==> config.mk <==
export PLATFORM = sky130hd
export DESIGN_NAME = counter_cmd_responder
export DESIGN_NICKNAME = d
export VERILOG_FILES = /design/src/rtl/counter_cmd_responder.sv
export SDC_FILE = /design/constraint.sdc
export NUM_CORES = 1
export LEC_CHECK = 0
export ABC_AREA = 1
export BUFFER_PORTS_ARGS = -buffer_cell sky130_fd_sc_hd__buf_2
export CAP_MARGIN = 20
export CORE_ASPECT_RATIO = 0.8
export CORE_MARGIN = 3
export CORE_UTILIZATION = 40
export CTS_BUF_LIST = sky130_fd_sc_hd__clkbuf_16
export CTS_CLUSTER_DIAMETER = 30
export DETAILED_ROUTE_END_ITERATION = 8
export PLACE_DENSITY = 0.67
export SYNTH_ARGS = -nofsm -noshare
export SYNTH_HDL_FRONTEND = slang
export SYNTH_SLANG_ARGS = --single-unit
export TNS_END_PERCENT = 100
==> constraint.sdc <==
create_clock -name clk -period 2.4 [get_ports clk]
set_clock_uncertainty 0.05 [all_clocks]
set_input_delay 0.48 -clock clk [delete_from_list [all_inputs] [get_ports clk]]
set_output_delay 0.48 -clock clk [all_outputs]
set_load 0.02 [all_outputs]
==> src/rtl/counter_cmd_responder.sv <==
// Command responder: executes LOAD/INC/READ/NOP on a wrapping counter and
// returns one {op, count, wrap} response per accepted command through a FIFO.
module counter_cmd_responder #(
    parameter int WIDTH = 7,
    parameter int DEPTH = 4
) (
    input  logic             clk,
    input  logic             rst,
    input  logic             req_valid,
    output logic             req_ready,
    input  logic [1:0]       req_op,
    input  logic [WIDTH-1:0] req_data,
    output logic             rsp_valid,
    input  logic             rsp_ready,
    output logic [WIDTH-1:0] rsp_data,
    output logic             rsp_wrap,
    output logic [1:0]       rsp_op,
    output logic [WIDTH-1:0] count,
    output logic [1:0]       state_dbg
);

    // Handshakes: a transfer happens on a rising edge where valid && ready.
    // req_ready and rsp_valid are registered, so neither depends on inputs
    // of the current cycle; a pop never frees a slot for the same-cycle request.

    localparam int AW = $clog2(DEPTH);
    localparam int PW = AW + 1;
    localparam int EW = WIDTH + 3;

    localparam logic [1:0] OP_LOAD = 2'd1;
    localparam logic [1:0] OP_INC  = 2'd2;

    typedef enum logic [1:0] {
        S_IDLE = 2'd0,
        S_BUSY = 2'd1,
        S_FULL = 2'd2
    } state_t;

    state_t          state;
    logic [EW-1:0]   mem [DEPTH];
    logic [PW-1:0]   wr_ptr;
    logic [PW-1:0]   rd_ptr;
    logic [PW-1:0]   wr_ptr_n;
    logic [PW-1:0]   rd_ptr_n;
    logic [PW-1:0]   occ;
    logic            push;
    logic            pop;
    logic            empty;
    logic            empty_n;
    logic            full_n;
    logic [WIDTH-1:0] exec_count;
    logic            exec_wrap;
    logic [EW-1:0]   push_entry;
    logic [EW-1:0]   head_n;
    logic            head_load;
    state_t          state_n;

    assign push = req_valid && req_ready;
    assign pop  = rsp_valid && rsp_ready;

    assign occ      = wr_ptr - rd_ptr;
    assign empty    = (wr_ptr == rd_ptr);
    assign wr_ptr_n = wr_ptr + PW'(push);
    assign rd_ptr_n = rd_ptr + PW'(pop);

    // Pointers carry one extra bit so full and empty differ only in the MSB.
    assign empty_n = (wr_ptr_n == rd_ptr_n);
    assign full_n  = (wr_ptr_n[AW] != rd_ptr_n[AW]) &&
                     (wr_ptr_n[AW-1:0] == rd_ptr_n[AW-1:0]);

    always_comb begin
        exec_count = count;
        exec_wrap  = 1'b0;
        case (req_op)
            OP_LOAD: exec_count = req_data;
            OP_INC: begin
                exec_count = count + {{(WIDTH-1){1'b0}}, 1'b1};
                exec_wrap  = &count;
            end
            default: ;
        endcase
    end

    assign push_entry = {req_op, exec_wrap, exec_count};

    // The head is held in output registers; work out what it becomes next.
    always_comb begin
        head_load = 1'b0;
        head_n    = push_entry;
        if (pop) begin
            if (occ == PW'(1)) begin
                head_load = push;
                head_n    = push_entry;
            end else begin
                head_load = 1'b1;
                head_n    = mem[rd_ptr_n[AW-1:0]];
            end
        end else if (empty && push) begin
            head_load = 1'b1;
            head_n    = push_entry;
        end
    end

    always_comb begin
        state_n = S_BUSY;
        if (empty_n)
            state_n = S_IDLE;
        else if (full_n)
            state_n = S_FULL;
    end

    always_ff @(posedge clk) begin
        if (push && !rst)
            mem[wr_ptr[AW-1:0]] <= push_entry;
    end

    always_ff @(posedge clk) begin
        if (rst) begin
            state     <= S_IDLE;
            wr_ptr    <= '0;
            rd_ptr    <= '0;
            count     <= '0;
            req_ready <= 1'b1;
            rsp_valid <= 1'b0;
            rsp_data  <= '0;
            rsp_wrap  <= 1'b0;
            rsp_op    <= 2'd0;
        end else begin
            state     <= state_n;
            wr_ptr    <= wr_ptr_n;
            rd_ptr    <= rd_ptr_n;
            req_ready <= (state_n != S_FULL);
            rsp_valid <= (state_n != S_IDLE);
            if (push)
                count <= exec_count;
            if (head_load)
                {rsp_op, rsp_wrap, rsp_data} <= head_n;
        end
    end

    assign state_dbg = state;

endmodule

==> metrics.log <==
INFO  metric initial_utilization = a little over two fifths
INFO  metric final_min_period_over_clock_period = roughly nine tenths
INFO  metric synth_top_flop_cell = sky130_fd_sc_hd__edfxtp_1
INFO  metric clk_pin_slew_worst_paths = 0.06 ns
INFO  metric drt_pass1_iterations = 5
INFO  metric cts_hold_repair.buffers = 0
INFO  metric place.port_buffers = 33
INFO  metric synth_top_cell_by_area = sky130_fd_sc_hd__edfxtp_1
INFO  metric category_of_the_worst_setup_path_launch_point = register
INFO  metric grtUsageTotal = 17.87%
INFO  metric vias_after_detailed_routing = roughly 2.6k
INFO  metric routabilityCongestion = between 0.8 and 0.9
INFO  metric cts.htree.levels = 3
INFO  metric rsz0062_at_grt = no
INFO  metric layout-drive-gt1-share = between 15 and 20%
INFO  metric max_cap_viol_count = 0
INFO  metric result_of_the_run = finished clean
INFO  metric layout_min_cycle_time = roughly 2.2 ns
INFO  metric power.net_switching = around 0.001 W
INFO  metric initial_antenna_violation_count = 0
INFO  metric ys_seq_area_share = 56.06%
INFO  metric yosys.area.top_type_share = about two fifths
INFO  metric pwr-share-seq = approximately 40%
INFO  metric achievable-frequency = 457.7 MHz
INFO  metric worstPathCellList = inv_1 > ha_1 > fa_1 > inv_1 > nor2_1 > nand3_4 > nand2_8 > nand2_2 > o21ai_0 > nor2_1
INFO  metric setup-tns-final = 0 ns
INFO  metric via_cell_ratio = between 4 and 5
INFO  metric die-height = ~85 µm
INFO  metric timing_worst_slew_pin_value = 0.6111 ns
INFO  metric ys_top_cells_by_area = sky130_fd_sc_hd__edfxtp_1, sky130_fd_sc_hd__dfxtp_1, sky130_fd_sc_hd__nand2_1
INFO  metric hold_viol_final = 0
INFO  metric synthesis.area = roughly 3100 µm²
INFO  metric syn_avg_cell_area = roughly 8.8 µm²
INFO  metric cts_buffer_depth = 2
INFO  metric io-pin-count = 34
INFO  metric holdCritPathClass = in2reg
INFO  metric final-setup-viol-count = 0
INFO  metric clock_power_share = between 30% and 40%
INFO  metric setup.worst_path.class = reg2reg
INFO  metric warnings_from_yosys = 0
INFO  metric yosysMostFrequentCell = sky130_fd_sc_hd__nand2_1
INFO  metric intPower = about 0.0024 W
INFO  metric placeableCoreArea = 7462 µm²
INFO  metric synth.top_cells.by_count = sky130_fd_sc_hd__nand2_1, sky130_fd_sc_hd__nor2_1, sky130_fd_sc_hd__edfxtp_1, sky130_fd_sc_hd__inv_1, sky130_fd_sc_hd__nand3_1
INFO  metric irDropWorstVdd = 0.3469 mV
INFO  metric synth_cell_types = 29
INFO  metric end_kind = register
INFO  metric place.detailed.instances = ~500
INFO  metric synthToLayoutAreaGrowth = 22.92%
INFO  metric worst_ep_required_time = 2.57 ns
INFO  metric n_antenna_cell = 0
INFO  metric detail-route-antenna-nets = 0
INFO  metric cts_tree = built
INFO  metric critPathMaxStageDelay = 0.48 ns
INFO  metric utilization = approximately half
INFO  metric finalNetCount = about 430
INFO  metric power_density = 891.0 nW/µm²
INFO  metric insertion_delay = 0.33 ns
INFO  metric numCtsBuffers = 9
INFO  metric netlist_instances = around 350
INFO  metric crit_slowest_cell = sky130_fd_sc_hd__fa_1
INFO  metric dieArea = around 8900 µm²
INFO  metric post-route-drc-count = 0
INFO  metric number_of_flops_mapped_to_enable_cells_by_yosys = 40
INFO  metric numClockSinks = 67
INFO  metric regToRegSetupSlack = around 0.22 ns
INFO  metric max_layer_used = met4
INFO  metric combinational_share_of_power = 22.0%
INFO  metric finalMaxSlewViolations = 0
INFO  metric dp_hpwl = between 5000 and 6000 µm
INFO  metric met2RoutedLength = 3147 µm
INFO  metric drt_iter0_markers = ~190
INFO  metric avgRoutedWirePerCell = 14.27 µm
INFO  metric detailed_routing_wirelength_on_met1 = 3604 µm
INFO  metric die_w = 104.5 µm
INFO  metric synth_nets = roughly 380
INFO  metric grt_pass1_wl = 12320 µm
INFO  metric maximum_number_of_pins_on_one_net_before_global_route_repair = 22
INFO  metric met3_wl = between 500 and 600 µm
INFO  metric vias_in_the_first_global_route = 2494
INFO  metric placement_rows = 28
INFO  metric switching_share_of_power = a little under a third
INFO  metric synth-async-reset-ratio = 0%
INFO  metric cts_root_buffer = sky130_fd_sc_hd__clkbuf_16
INFO  metric final_cell_count_no_fill = between 500 and 600
INFO  metric power_leakage = 1.729 nW
INFO  metric global_route_congestion_overflow_total = 0
INFO  metric totalPowerFinal = approximately 0.0034 W
INFO  metric ys_ff_latch = 67
INFO  metric cp.arrival = about 2.4 ns
INFO  metric slew-limit-headroom = around three fifths
INFO  metric finalWirelength = ~7400 µm
INFO  metric critical_path_fanout_max = 12
-- power by group through the flow --
stage	Combinational [W]	Sequential, W	Clock (W)
2_1_floorplan	0.000410	0.00144	0
3_3_place_gp	0.000721	0.00138	0
5_1_grt	0.000838	0.00137	0.00136
3_5_place_dp	0.000728	0.00138	0
4_1_cts	0.000732	0.00136	0.00131
6_report	0.000750	0.00136	0.00129
-- state kept, by name, indices dropped and copies added, names as in the netlist --
name / count
rsp_data: 7
mem: 40
rsp_op: 2
wr_ptr: 3
rsp_wrap: 1
count: 7
req_ready: 1
rsp_valid: 1
state_dbg: 2
rd_ptr: 3
-- through the flow --
stage               setup WS [ns]  hold WS, ns  instance area [µm²]
finish                     0.2152       0.4223                 3819
global route              0.01972       0.4136                 3819
CTS                        0.1091       0.4122                 3795
detailed placement        0.09460       0.4316                 3501
global placement           0.1275       0.4299                 3501
floorplan                  0.2105       0.5111                 3107
-- layer usage --
metal / global-route usage (%) / vias to the layer above
met3: 5.475 / 11
met1: 25.45 / 1198
met5: 0 / -
li1: - / 1266
met2: 26.32 / 87
met4: 5.435 / 0
-- layout by cell type (no fill, tap or decap), types with 3 or more instances in the layout --
cell type	count
sky130_fd_sc_hd__buf_2	33
sky130_fd_sc_hd__buf_4	21
sky130_fd_sc_hd__nor2_1	57
sky130_fd_sc_hd__nand2_1	65
sky130_fd_sc_hd__clkbuf_16	9
sky130_fd_sc_hd__dfxtp_1	27
sky130_fd_sc_hd__clkinv_2	3
sky130_fd_sc_hd__o21ai_0	26
sky130_fd_sc_hd__a21oi_1	13
sky130_fd_sc_hd__nor3_1	6
sky130_fd_sc_hd__nand3_1	34
sky130_fd_sc_hd__inv_1	40
sky130_fd_sc_hd__edfxtp_1	40
sky130_fd_sc_hd__o21ai_1	5
sky130_fd_sc_hd__ha_1	9
-- worst max-delay path, delay by kind of cell (launching register included) --
kind | cells | cell delay [ns]
fa+ha+maj | 2 | 0.70
flops | 1 | 0.38
simple gates | 5 | 0.62
compound gates | 1 | 0.17
buf+inv | 2 | 0.13
-- final timing paths --
kind | depth (start not counted) | startpoint | to
max reg2reg | 10 | wr_ptr[0] | rsp_op[1]
min | 1 | req_op[1] | mem[0][9]
max | 10 | wr_ptr[0] | rsp_op[1]
min reg2reg | 2 | rsp_data[4] | rsp_data[4]
-- logic make-up after synthesis --
logic type	Yosys count	synth area share, %
fa+ha+maj	10	4.269
buf+inv	54	7.169
simple gates	168	23.04
xor+xnor	3	0.8459
compound gates	50	8.618
flops	67	56.06
-- timing repair --
item	4_1_cts	5_1_grt
gates resized for setup	0	1
setup endpoints to repair	0	7
buffers inserted	0	2
-- final cells by class --
cell class / instances / area, µm²
clock inverter: 7 / 68.82
fill: 707 / 3643
tap: 105 / 131.4
clock buffer: 9 / 225.2
inverter: 42 / 157.7
timing repair buffer: 55 / 342.8
sequential: 67 / 1742
multi-input combinational: 231 / 1151
(Power assumes the default switching activity.)
